===== src/rtl/multicycle_controller_if.sv =====
// Control bus between the multicycle sequencing FSM and the MIPS datapath.
// Latency: none (wires only). Backpressure: none; the datapath always follows the controller.
// master = controller side, slave = datapath side.
interface multicycle_controller_if;
    logic [5:0]  opcode;
    logic [5:0]  funct;
    logic        zero;
    logic        pcWriteEn;
    logic        IorD;
    logic        IRWrite;
    logic        memWrite;
    logic [1:0]  memToReg;
    logic [1:0]  regDst;
    logic        regWriteEnable;
    logic        ALUSrcA;
    logic [1:0]  ALUSrcB;
    logic [1:0]  PCSrc;
    logic [4:0]  ALUControl;
    logic        halted;
    logic [31:0] instrCount;

    modport master (
        input  opcode, funct, zero,
        output pcWriteEn, IorD, IRWrite, memWrite, memToReg, regDst,
               regWriteEnable, ALUSrcA, ALUSrcB, PCSrc, ALUControl,
               halted, instrCount
    );

    modport slave (
        output opcode, funct, zero,
        input  pcWriteEn, IorD, IRWrite, memWrite, memToReg, regDst,
               regWriteEnable, ALUSrcA, ALUSrcB, PCSrc, ALUControl,
               halted, instrCount
    );
endinterface


===== src/rtl/multicycle_controller.sv =====
// Moore sequencing FSM for the multicycle MIPS datapath, plus retired-instruction counter.
// Latency: 3-5 cycles per instruction (FETCH through terminal state); outputs follow state same cycle.
// Backpressure: none; the FSM advances every cycle and parks in HALT on unsupported instructions.
module multicycle_controller (
    input  logic                    clock,
    input  logic                    resetN,
    multicycle_controller_if.master ctl
);
    localparam logic [3:0] IDLE     = 4'd0;
    localparam logic [3:0] FETCH    = 4'd1;
    localparam logic [3:0] DECODE   = 4'd2;
    localparam logic [3:0] MEMADR   = 4'd3;
    localparam logic [3:0] MEMREAD  = 4'd4;
    localparam logic [3:0] MEMWB    = 4'd5;
    localparam logic [3:0] MEMWRITE = 4'd6;
    localparam logic [3:0] EXECUTE  = 4'd7;
    localparam logic [3:0] ALUWB    = 4'd8;
    localparam logic [3:0] BRANCH   = 4'd9;
    localparam logic [3:0] ADDIEXEC = 4'd10;
    localparam logic [3:0] ADDIWB   = 4'd11;
    localparam logic [3:0] JUMP     = 4'd12;
    localparam logic [3:0] JR       = 4'd13;
    localparam logic [3:0] JAL      = 4'd14;
    localparam logic [3:0] HALT     = 4'd15;

    localparam logic [5:0] OP_RTYPE = 6'b000000;
    localparam logic [5:0] OP_LW    = 6'b100011;
    localparam logic [5:0] OP_SW    = 6'b101011;
    localparam logic [5:0] OP_BEQ   = 6'b000100;
    localparam logic [5:0] OP_ADDI  = 6'b001000;
    localparam logic [5:0] OP_J     = 6'b000010;
    localparam logic [5:0] OP_JAL   = 6'b000011;
    localparam logic [5:0] FN_JR    = 6'b001000;

    localparam logic [4:0] ALU_AND = 5'b00000;
    localparam logic [4:0] ALU_OR  = 5'b00001;
    localparam logic [4:0] ALU_ADD = 5'b00010;
    localparam logic [4:0] ALU_SUB = 5'b00110;
    localparam logic [4:0] ALU_SLT = 5'b00111;

    logic [3:0]  state;
    logic [3:0]  state_next;
    logic [4:0]  alu_op_q;
    logic [4:0]  alu_dec;
    logic        funct_ok;
    logic        terminal;
    logic [31:0] instr_count;

    always_comb begin
        funct_ok = 1'b1;
        alu_dec  = ALU_ADD;
        case (ctl.funct)
            6'b100000: alu_dec = ALU_ADD;
            6'b100010: alu_dec = ALU_SUB;
            6'b100100: alu_dec = ALU_AND;
            6'b100101: alu_dec = ALU_OR;
            6'b101010: alu_dec = ALU_SLT;
            default:   funct_ok = 1'b0;
        endcase
    end

    assign terminal = (state == MEMWB)  || (state == MEMWRITE) || (state == ALUWB) ||
                      (state == BRANCH) || (state == ADDIWB)   || (state == JUMP)  ||
                      (state == JR)     || (state == JAL);

    always_comb begin
        state_next = state;
        case (state)
            IDLE:   state_next = FETCH;
            FETCH:  state_next = DECODE;
            DECODE: begin
                case (ctl.opcode)
                    OP_LW, OP_SW: state_next = MEMADR;
                    OP_RTYPE: begin
                        if (ctl.funct == FN_JR) state_next = JR;
                        else if (funct_ok)      state_next = EXECUTE;
                        else                    state_next = HALT;
                    end
                    OP_BEQ:  state_next = BRANCH;
                    OP_ADDI: state_next = ADDIEXEC;
                    OP_J:    state_next = JUMP;
                    OP_JAL:  state_next = JAL;
                    default: state_next = HALT;
                endcase
            end
            MEMADR:   state_next = (ctl.opcode == OP_LW) ? MEMREAD : MEMWRITE;
            MEMREAD:  state_next = MEMWB;
            EXECUTE:  state_next = ALUWB;
            ADDIEXEC: state_next = ADDIWB;
            HALT:     state_next = HALT;
            default:  state_next = FETCH;
        endcase
    end

    // The ALU op is latched in DECODE so EXECUTE outputs depend on registered state only.
    always_ff @(posedge clock or negedge resetN) begin
        if (!resetN) begin
            state       <= IDLE;
            alu_op_q    <= ALU_ADD;
            instr_count <= 32'd0;
        end else begin
            state <= state_next;
            if (state == DECODE) alu_op_q <= alu_dec;
            if (terminal) instr_count <= instr_count + 32'd1;
        end
    end

    always_comb begin
        ctl.IorD           = 1'b0;
        ctl.IRWrite        = 1'b0;
        ctl.memWrite       = 1'b0;
        ctl.memToReg       = 2'b00;
        ctl.regDst         = 2'b00;
        ctl.regWriteEnable = 1'b0;
        ctl.ALUSrcA        = 1'b0;
        ctl.ALUSrcB        = 2'b00;
        ctl.PCSrc          = 2'b00;
        ctl.ALUControl     = ALU_ADD;
        case (state)
            IDLE, HALT: ctl.ALUControl = 5'b00000;
            FETCH:    begin ctl.IRWrite = 1'b1; ctl.ALUSrcB = 2'b01; end
            DECODE:   ctl.ALUSrcB = 2'b11;
            MEMADR:   begin ctl.ALUSrcA = 1'b1; ctl.ALUSrcB = 2'b10; end
            MEMREAD:  ctl.IorD = 1'b1;
            MEMWB:    begin ctl.memToReg = 2'b01; ctl.regWriteEnable = 1'b1; end
            MEMWRITE: begin ctl.IorD = 1'b1; ctl.memWrite = 1'b1; end
            EXECUTE:  begin ctl.ALUSrcA = 1'b1; ctl.ALUControl = alu_op_q; end
            ALUWB:    begin ctl.regDst = 2'b01; ctl.regWriteEnable = 1'b1; end
            BRANCH:   begin ctl.ALUSrcA = 1'b1; ctl.ALUControl = ALU_SUB; ctl.PCSrc = 2'b01; end
            ADDIEXEC: begin ctl.ALUSrcA = 1'b1; ctl.ALUSrcB = 2'b10; end
            ADDIWB:   ctl.regWriteEnable = 1'b1;
            JUMP:     ctl.PCSrc = 2'b10;
            JR:       ctl.PCSrc = 2'b11;
            JAL: begin
                ctl.PCSrc          = 2'b10;
                ctl.regDst         = 2'b10;
                ctl.memToReg       = 2'b10;
                ctl.regWriteEnable = 1'b1;
            end
            default: ;
        endcase
    end

    // zero is the only input allowed to reach an output combinationally.
    assign ctl.pcWriteEn  = (state == FETCH) || (state == JUMP) || (state == JR) ||
                            (state == JAL)   || ((state == BRANCH) && ctl.zero);
    assign ctl.halted     = (state == HALT);
    assign ctl.instrCount = instr_count;
endmodule


===== src/flat_wrapper.sv =====
// flat-port wrapper written by rule: the top's interface ports become plain ports
module multicycle_controller_flat 
  (clock, resetN, ctl_opcode, ctl_funct, ctl_zero, ctl_pcWriteEn, ctl_IorD, ctl_IRWrite, ctl_memWrite, ctl_memToReg, ctl_regDst, ctl_regWriteEnable, ctl_ALUSrcA, ctl_ALUSrcB, ctl_PCSrc, ctl_ALUControl, ctl_halted, ctl_instrCount);
  multicycle_controller_if ctl_i ();
  input  logic clock;
  input  logic resetN;
  input wire logic [$bits(ctl_i.opcode)-1:0] ctl_opcode;
  input wire logic [$bits(ctl_i.funct)-1:0] ctl_funct;
  input wire logic [$bits(ctl_i.zero)-1:0] ctl_zero;
  output wire logic [$bits(ctl_i.pcWriteEn)-1:0] ctl_pcWriteEn;
  output wire logic [$bits(ctl_i.IorD)-1:0] ctl_IorD;
  output wire logic [$bits(ctl_i.IRWrite)-1:0] ctl_IRWrite;
  output wire logic [$bits(ctl_i.memWrite)-1:0] ctl_memWrite;
  output wire logic [$bits(ctl_i.memToReg)-1:0] ctl_memToReg;
  output wire logic [$bits(ctl_i.regDst)-1:0] ctl_regDst;
  output wire logic [$bits(ctl_i.regWriteEnable)-1:0] ctl_regWriteEnable;
  output wire logic [$bits(ctl_i.ALUSrcA)-1:0] ctl_ALUSrcA;
  output wire logic [$bits(ctl_i.ALUSrcB)-1:0] ctl_ALUSrcB;
  output wire logic [$bits(ctl_i.PCSrc)-1:0] ctl_PCSrc;
  output wire logic [$bits(ctl_i.ALUControl)-1:0] ctl_ALUControl;
  output wire logic [$bits(ctl_i.halted)-1:0] ctl_halted;
  output wire logic [$bits(ctl_i.instrCount)-1:0] ctl_instrCount;
  assign ctl_i.opcode = ctl_opcode;
  assign ctl_i.funct = ctl_funct;
  assign ctl_i.zero = ctl_zero;
  assign ctl_pcWriteEn = ctl_i.pcWriteEn;
  assign ctl_IorD = ctl_i.IorD;
  assign ctl_IRWrite = ctl_i.IRWrite;
  assign ctl_memWrite = ctl_i.memWrite;
  assign ctl_memToReg = ctl_i.memToReg;
  assign ctl_regDst = ctl_i.regDst;
  assign ctl_regWriteEnable = ctl_i.regWriteEnable;
  assign ctl_ALUSrcA = ctl_i.ALUSrcA;
  assign ctl_ALUSrcB = ctl_i.ALUSrcB;
  assign ctl_PCSrc = ctl_i.PCSrc;
  assign ctl_ALUControl = ctl_i.ALUControl;
  assign ctl_halted = ctl_i.halted;
  assign ctl_instrCount = ctl_i.instrCount;
  multicycle_controller u_core (.clock(clock), .resetN(resetN), .ctl(ctl_i));
endmodule

===== config.mk =====
export PLATFORM = sky130hd
export DESIGN_NAME = multicycle_controller_flat
export DESIGN_NICKNAME = d
export VERILOG_FILES = /design/src/rtl/multicycle_controller_if.sv /design/src/rtl/multicycle_controller.sv /design/src/flat_wrapper.sv
export SDC_FILE = /design/constraint.sdc
export NUM_CORES = 1
export LEC_CHECK = 0
export CAP_MARGIN = 25
export CORE_UTILIZATION = 45
export DETAILED_ROUTE_END_ITERATION = 10
export PLACE_DENSITY_LB_ADDON = 0.25
export REMOVE_ABC_BUFFERS = 1
export SETUP_SLACK_MARGIN = 0.1
export SYNTH_ARGS = -nofsm -noshare
export SYNTH_HDL_FRONTEND = slang
export SYNTH_SLANG_ARGS = --single-unit

===== constraint.sdc =====
create_clock -name clock -period 3.42 [get_ports clock]
set_input_delay 0.684 -clock clock [delete_from_list [all_inputs] [get_ports clock]]
set_output_delay 0.684 -clock clock [all_outputs]
set_load 0.05 [all_outputs]

* Yosys cells after proc, flatten, opt, wreduce, memory -nomap -nowiden
Index checks and enable logic that the tools add are counted. W data, S select, Z words.
Word-level totals: flip-flop bits (word level) 41, bits in latches 0, bits in writable memories 0, bits in read-only memories 0, bits of input ports 15, memories 0
Cells by class: add/sub/neg operators 1, multiply operators 0, divide/modulo/power cells 0, order comparisons 0, eq/ne operators 27, shift operators 0, multiplexer cells 17, bitwise logic cells 0, reductions and logical operators 22
Operators by type and width (number):
- $eq A6 B6 Y1 const B | 7
- $add A32 B1 Y32 const B | 1
- $eq A4 B4 Y1 const B | 8
- $pmux W4 S7 | 1
- $pmux W4 S6 | 1
- $eq A4 B3 Y1 const B | 4
- $pmux W5 S3 | 1
- $eq A6 B2 Y1 const B | 2
- $eq A6 B4 Y1 const B | 2
- $pmux W2 S3 | 2
- $pmux W3 S4 | 1
- $logic_or A1 B1 Y1 | 11
- $reduce_or A2 Y1 | 5
- $eq A4 B2 Y1 const B | 2
- $mux W4 | 2
- $pmux W2 S2 | 2
- $reduce_or A4 Y1 | 2
- $eq A6 B3 Y1 const B | 1
- $logic_not A6 Y1 | 1
- $mux W1 | 6
- $reduce_or A5 Y1 | 1
- $eq A4 B1 Y1 const B | 1
- $logic_not A4 Y1 | 1
- $mux W2 | 1
- $logic_and A1 B1 Y1 | 1

* Longest topological paths before layout
depth after elaboration 8, depth in mapped cells 6

* Least setup slack after synthesis
OpenSTA, ideal clock, no wires.
path type reg2out, start register u_core.state[2], end output port ctl_pcWriteEn, arrival 1995 ps, data required time 2736 ps, setup slack 741 ps, stages on the path, launching flop included 5, buffers on the path 2, cells stage by stage dfrtp_1 -> clkbuf_1 -> clkbuf_1 -> nor2b_1 -> nor3_1
Between the ends: word-level cells in the longest chain between the ends 5
RTL lines:
- start, declared | line multicycle_controller.sv:41 | logic [3:0] state;
- start signal, assigned | line multicycle_controller.sv:102 | state <= state_next;
- $eq A4 B1 Y1 / $eq A4 B4 Y1 (equally long branches) | line multicycle_controller.sv:145 | assign ctl.pcWriteEn = (state == FETCH) || (state == JUMP) || (state == JR) ||
- $logic_or A1 B1 Y1 (3 in a row) | line multicycle_controller.sv:145
- $logic_or A1 B1 Y1 (*) | line multicycle_controller.sv:146 | (state == JAL) || ((state == BRANCH) && ctl.zero);
- end, declared | line flat_wrapper.sv:10 | output wire logic [$bits(ctl_i.pcWriteEn)-1:0] ctl_pcWriteEn;
Every way passes the cells marked *; elsewhere a longest branch is shown, timed or not.

* Worst setup path after layout
start register u_core.state[2], end output port ctl_ALUControl[2]
Between the ends: word-level cells in the longest chain between the ends 3
RTL lines:
- $eq A4 B4 Y1 / $logic_not A4 Y1 (equally long branches) | line multicycle_controller.sv:119 | case (state)
- $reduce_or A2 Y1 | line multicycle_controller.sv:119
- $pmux W5 S3 (*) | line multicycle_controller.sv:119
- end, declared | line flat_wrapper.sv:20 | output wire logic [$bits(ctl_i.ALUControl)-1:0] ctl_ALUControl;
Marks and branches as above.

==> metrics.yaml <==
floorplanning:
  fp.dieW_um: 72.00
  die-area_um2: 5183
  start_util: 0.4668
  num_rows: 25
  coreArea_um2: 4723
  io_pins: 67
  die_h_um: 72.00
clock_tree:
  post_cts_buffers: 0
  clock-root-buffer: "clkbuf_8"
  clockBufferDepth: 2
  cts_resized: 0
  cts_tree: "yes"
  htreeDepth: 2
  clock-sinks: 39
  insertion_delay_ps: 290
  cts_hold_buf: 0
  cts-buffers-inserted: 5
  cts.clk_slew.worst_paths_ps: 70
final_layout:
  diodes: 0
  multi_input_area_um2: 1170
  nets: 313
  fillerInstances: 423
  syn2layout_area_growth_pct: 34.45
  seq_area_um2: 977.2
  fin_util: 0.6276
  drive_gt1_frac: 0.05705
  final_common_cell: "clkdlybuf4s50_1"
  most-common-layout-cells: "clkdlybuf4s50_1 (62), dfrtp_1 (38), xnor2_1 (28), nand2_1 (24), nand3_1 (21)"
sta:
  skew_ps: 4.071
  period_share: 0.9073
  fmax_ghz: 0.3223
  finalHoldViolations: 0
  min_period_ps: 3103
  tightestPinTransition_ps: 832.0
  holdWs_ps: 482.9
  fin_setup_tns_ps: 0
  max_slew_margin: 0.4453
  setup_violations: 0
  rsz0062_at_grt: "false"
  slew_viol_final: 0
pwr:
  switching_share: 0.4937
  ir_drop_v: 0.0004509
  p_switching_uw: 1026
  clockPowerShare: 0.144
  p_per_area_nw_per_um2: 700.9
  power_frac_comb: 0.514
  p_leak_uw: 0.001187
  seq_power_share: 0.342
  p_int_uw: 1052
grt:
  grt-ovfl-total: 0
  grt_start_max_net_pins: 40
  grt_pass1_vias: 1814
  grt_pass1_wl_um: 8038
  antenna_found_initial: 0
  track_usage: 0.1971
drt:
  drt.antenna.violating_nets: 0
  wl_per_cell_um: 13.21
  drcViolationCount: 0
  vias: 1933
  wl_um: 4821
  dr.pass1.iters: 4
  drtIter0Drc: 66
  via_per_inst: 5.296
yosys:
  synth_fa_ha_area_frac: 0.005675
  netlist_area_um2: 2205
  synthXorXnorAreaFrac: 0.1345
  seq_area_frac_synth: 0.4432
  avgSynthCellArea_um2: 9.381
  yosys.area_share.simple: 0.2719
  synth_cell_type_count: 42
  synth_top_family_by_area: "simple AND/OR/NAND/NOR gates"
  muxShareOfSynthArea: 0.01419
  ys_seq_elements: 39
  ys.warnings.count: 0
  synthCells: 235
  synth_compound_area_frac: 0.1010
critical_path:
  critPathLaunchType: "flip-flop"
  r2r-start: "u_core.state[1]$_DFF_PN0_"
  cp.arrival_ps: 2420
  ff2ff_path_depth: 5
  critPathKind: "flip-flop to primary output"
  regToRegEndpoint: "u_core.ctl.instrCount[28]$_DFFE_PN0P_"
  endpoint_kind: "primary output"
  cp_max_fo: 18
  critPathRequiredTime_ps: 2740
  rrSetupSlack_ps: 1450
status:
  status: "finished clean"
job:
  maxCapViolations: 0
min_path:
  hold_class: "flip-flop to flip-flop"
  worst_hold_path.endpoint: "u_core.ctl.instrCount[31]$_DFFE_PN0P_"
  hold_path_depth: 1
  min_from: "u_core.ctl.instrCount[31]$_DFFE_PN0P_"
placed_design:
  dp_hpwl_um: 3556
  gp_congestion: 0.8764
  port_buffers: 64
logic make-up (layout without fill, tap and decap cells):
logic type | Yosys count | in the layout
compound gates | 31 | 31
xor+xnor | 33 | 33
fa+ha+maj | 1 | 1
buf+inv | 14 | 76
flops | 39 | 39
mux | 3 | 3
other cells | 1 | 2
simple gates | 113 | 113
flip-flops by register name, indices dropped and copies added, names as in the netlist:
register	count
u_core.alu_op_q	3
u_core.ctl.instrCount	32
u_core.state	4
cells in the mapped netlist (all sizes together):
library cell	instances	area [µm²]
a211oi	1	7.510
a21o	2	15.01
a21oi	9	67.56
a22o	2	17.52
a2bb2oi	1	8.760
a31oi	5	31.28
and2	4	25.02
and3	8	50.05
and4	2	17.52
buf	4	23.76
clkbuf	6	22.52
conb	1	3.750
dfrtp	38	950.9
dfstp	1	26.28
ha	1	12.51
inv	4	15.01
mux2	1	11.26
mux2i	2	20.02
nand2	24	90.09
nand2b	11	68.82
nand3	21	105.1
nand4	12	81.33
nor2	15	56.30
nor2b	3	18.77
nor3	8	40.04
nor4	1	12.51
nor4b	2	17.52
nor4bb	1	10.01
o21a	1	7.510
o21ai	4	20.02
o22ai	1	6.260
o31ai	2	15.01
o32ai	1	8.760
o41ai	2	17.52
or2	1	6.260
xnor2	28	245.2
xor2	5	51.30
metrics by stage:
stage	std cells	instance area, µm²	total power (µW)	setup slack (ps)
detailed placement	357	2879	1779	679.2
CTS	365	2964	2085	348.7
floorplan	226	2162	1422	771.4
global route	365	2964	2196	204.1
finish	365	2964	2078	317.0
global placement	357	2879	1774	730.8
worst max-delay path, stage by stage (launching register included):
cell and delay, ps:
dfrtp_1 680, nor2b_1 350, a31oi_1 130, nor2_1 140
clkdlybuf4s50_1 830
worst max path at each step:
stage          depth (start not counted)  slack [ps]                 end                      start
6_report                               4         320   ctl_ALUControl[2]  u_core.state[2]$_DFF_PN0_
5_1_grt                                5         200         ctl_ALUSrcA  u_core.state[2]$_DFF_PN0_
4_1_cts                                5         350         ctl_ALUSrcA  u_core.state[2]$_DFF_PN0_
3_5_place_dp                           5         680         ctl_ALUSrcA  u_core.state[2]$_DFF_PN0_
3_3_place_gp                           5         730         ctl_ALUSrcA  u_core.state[2]$_DFF_PN0_
2_1_floorplan                          3         770  ctl_regWriteEnable  u_core.state[1]$_DFF_PN0_
metal layers:
metal | track usage | vias to the layer above | share of wire
li1 | - | 949 | -
met1 | 0.2437 | 910 | 0.45
met2 | 0.3428 | 67 | 0.50
met3 | 0.03889 | 7 | 0.046
met4 | 0.07190 | 0 | 0.011
met5 | 0 | - | 0
power groups by stage:
stage | clock network [µW] | logic (µW) | registers [µW]
2_1_floorplan | 0 | 629 | 793
3_3_place_gp | 0 | 1070 | 709
3_5_place_dp | 0 | 1070 | 714
6_report | 298 | 1070 | 711
5_1_grt | 327 | 1140 | 728
4_1_cts | 309 | 1070 | 706
area by class of cell:
type | instances | share of cell area
multi-input combinational | 183 | 0.3947
clock inverter | 2 | 0.004221
inverter | 4 | 0.005065
timing repair buffer | 64 | 0.2136
clock buffer | 6 | 0.02448
sequential | 39 | 0.3297
tap | 67 | 0.02828
No activity file was read; power rests on OpenSTA's default activity.
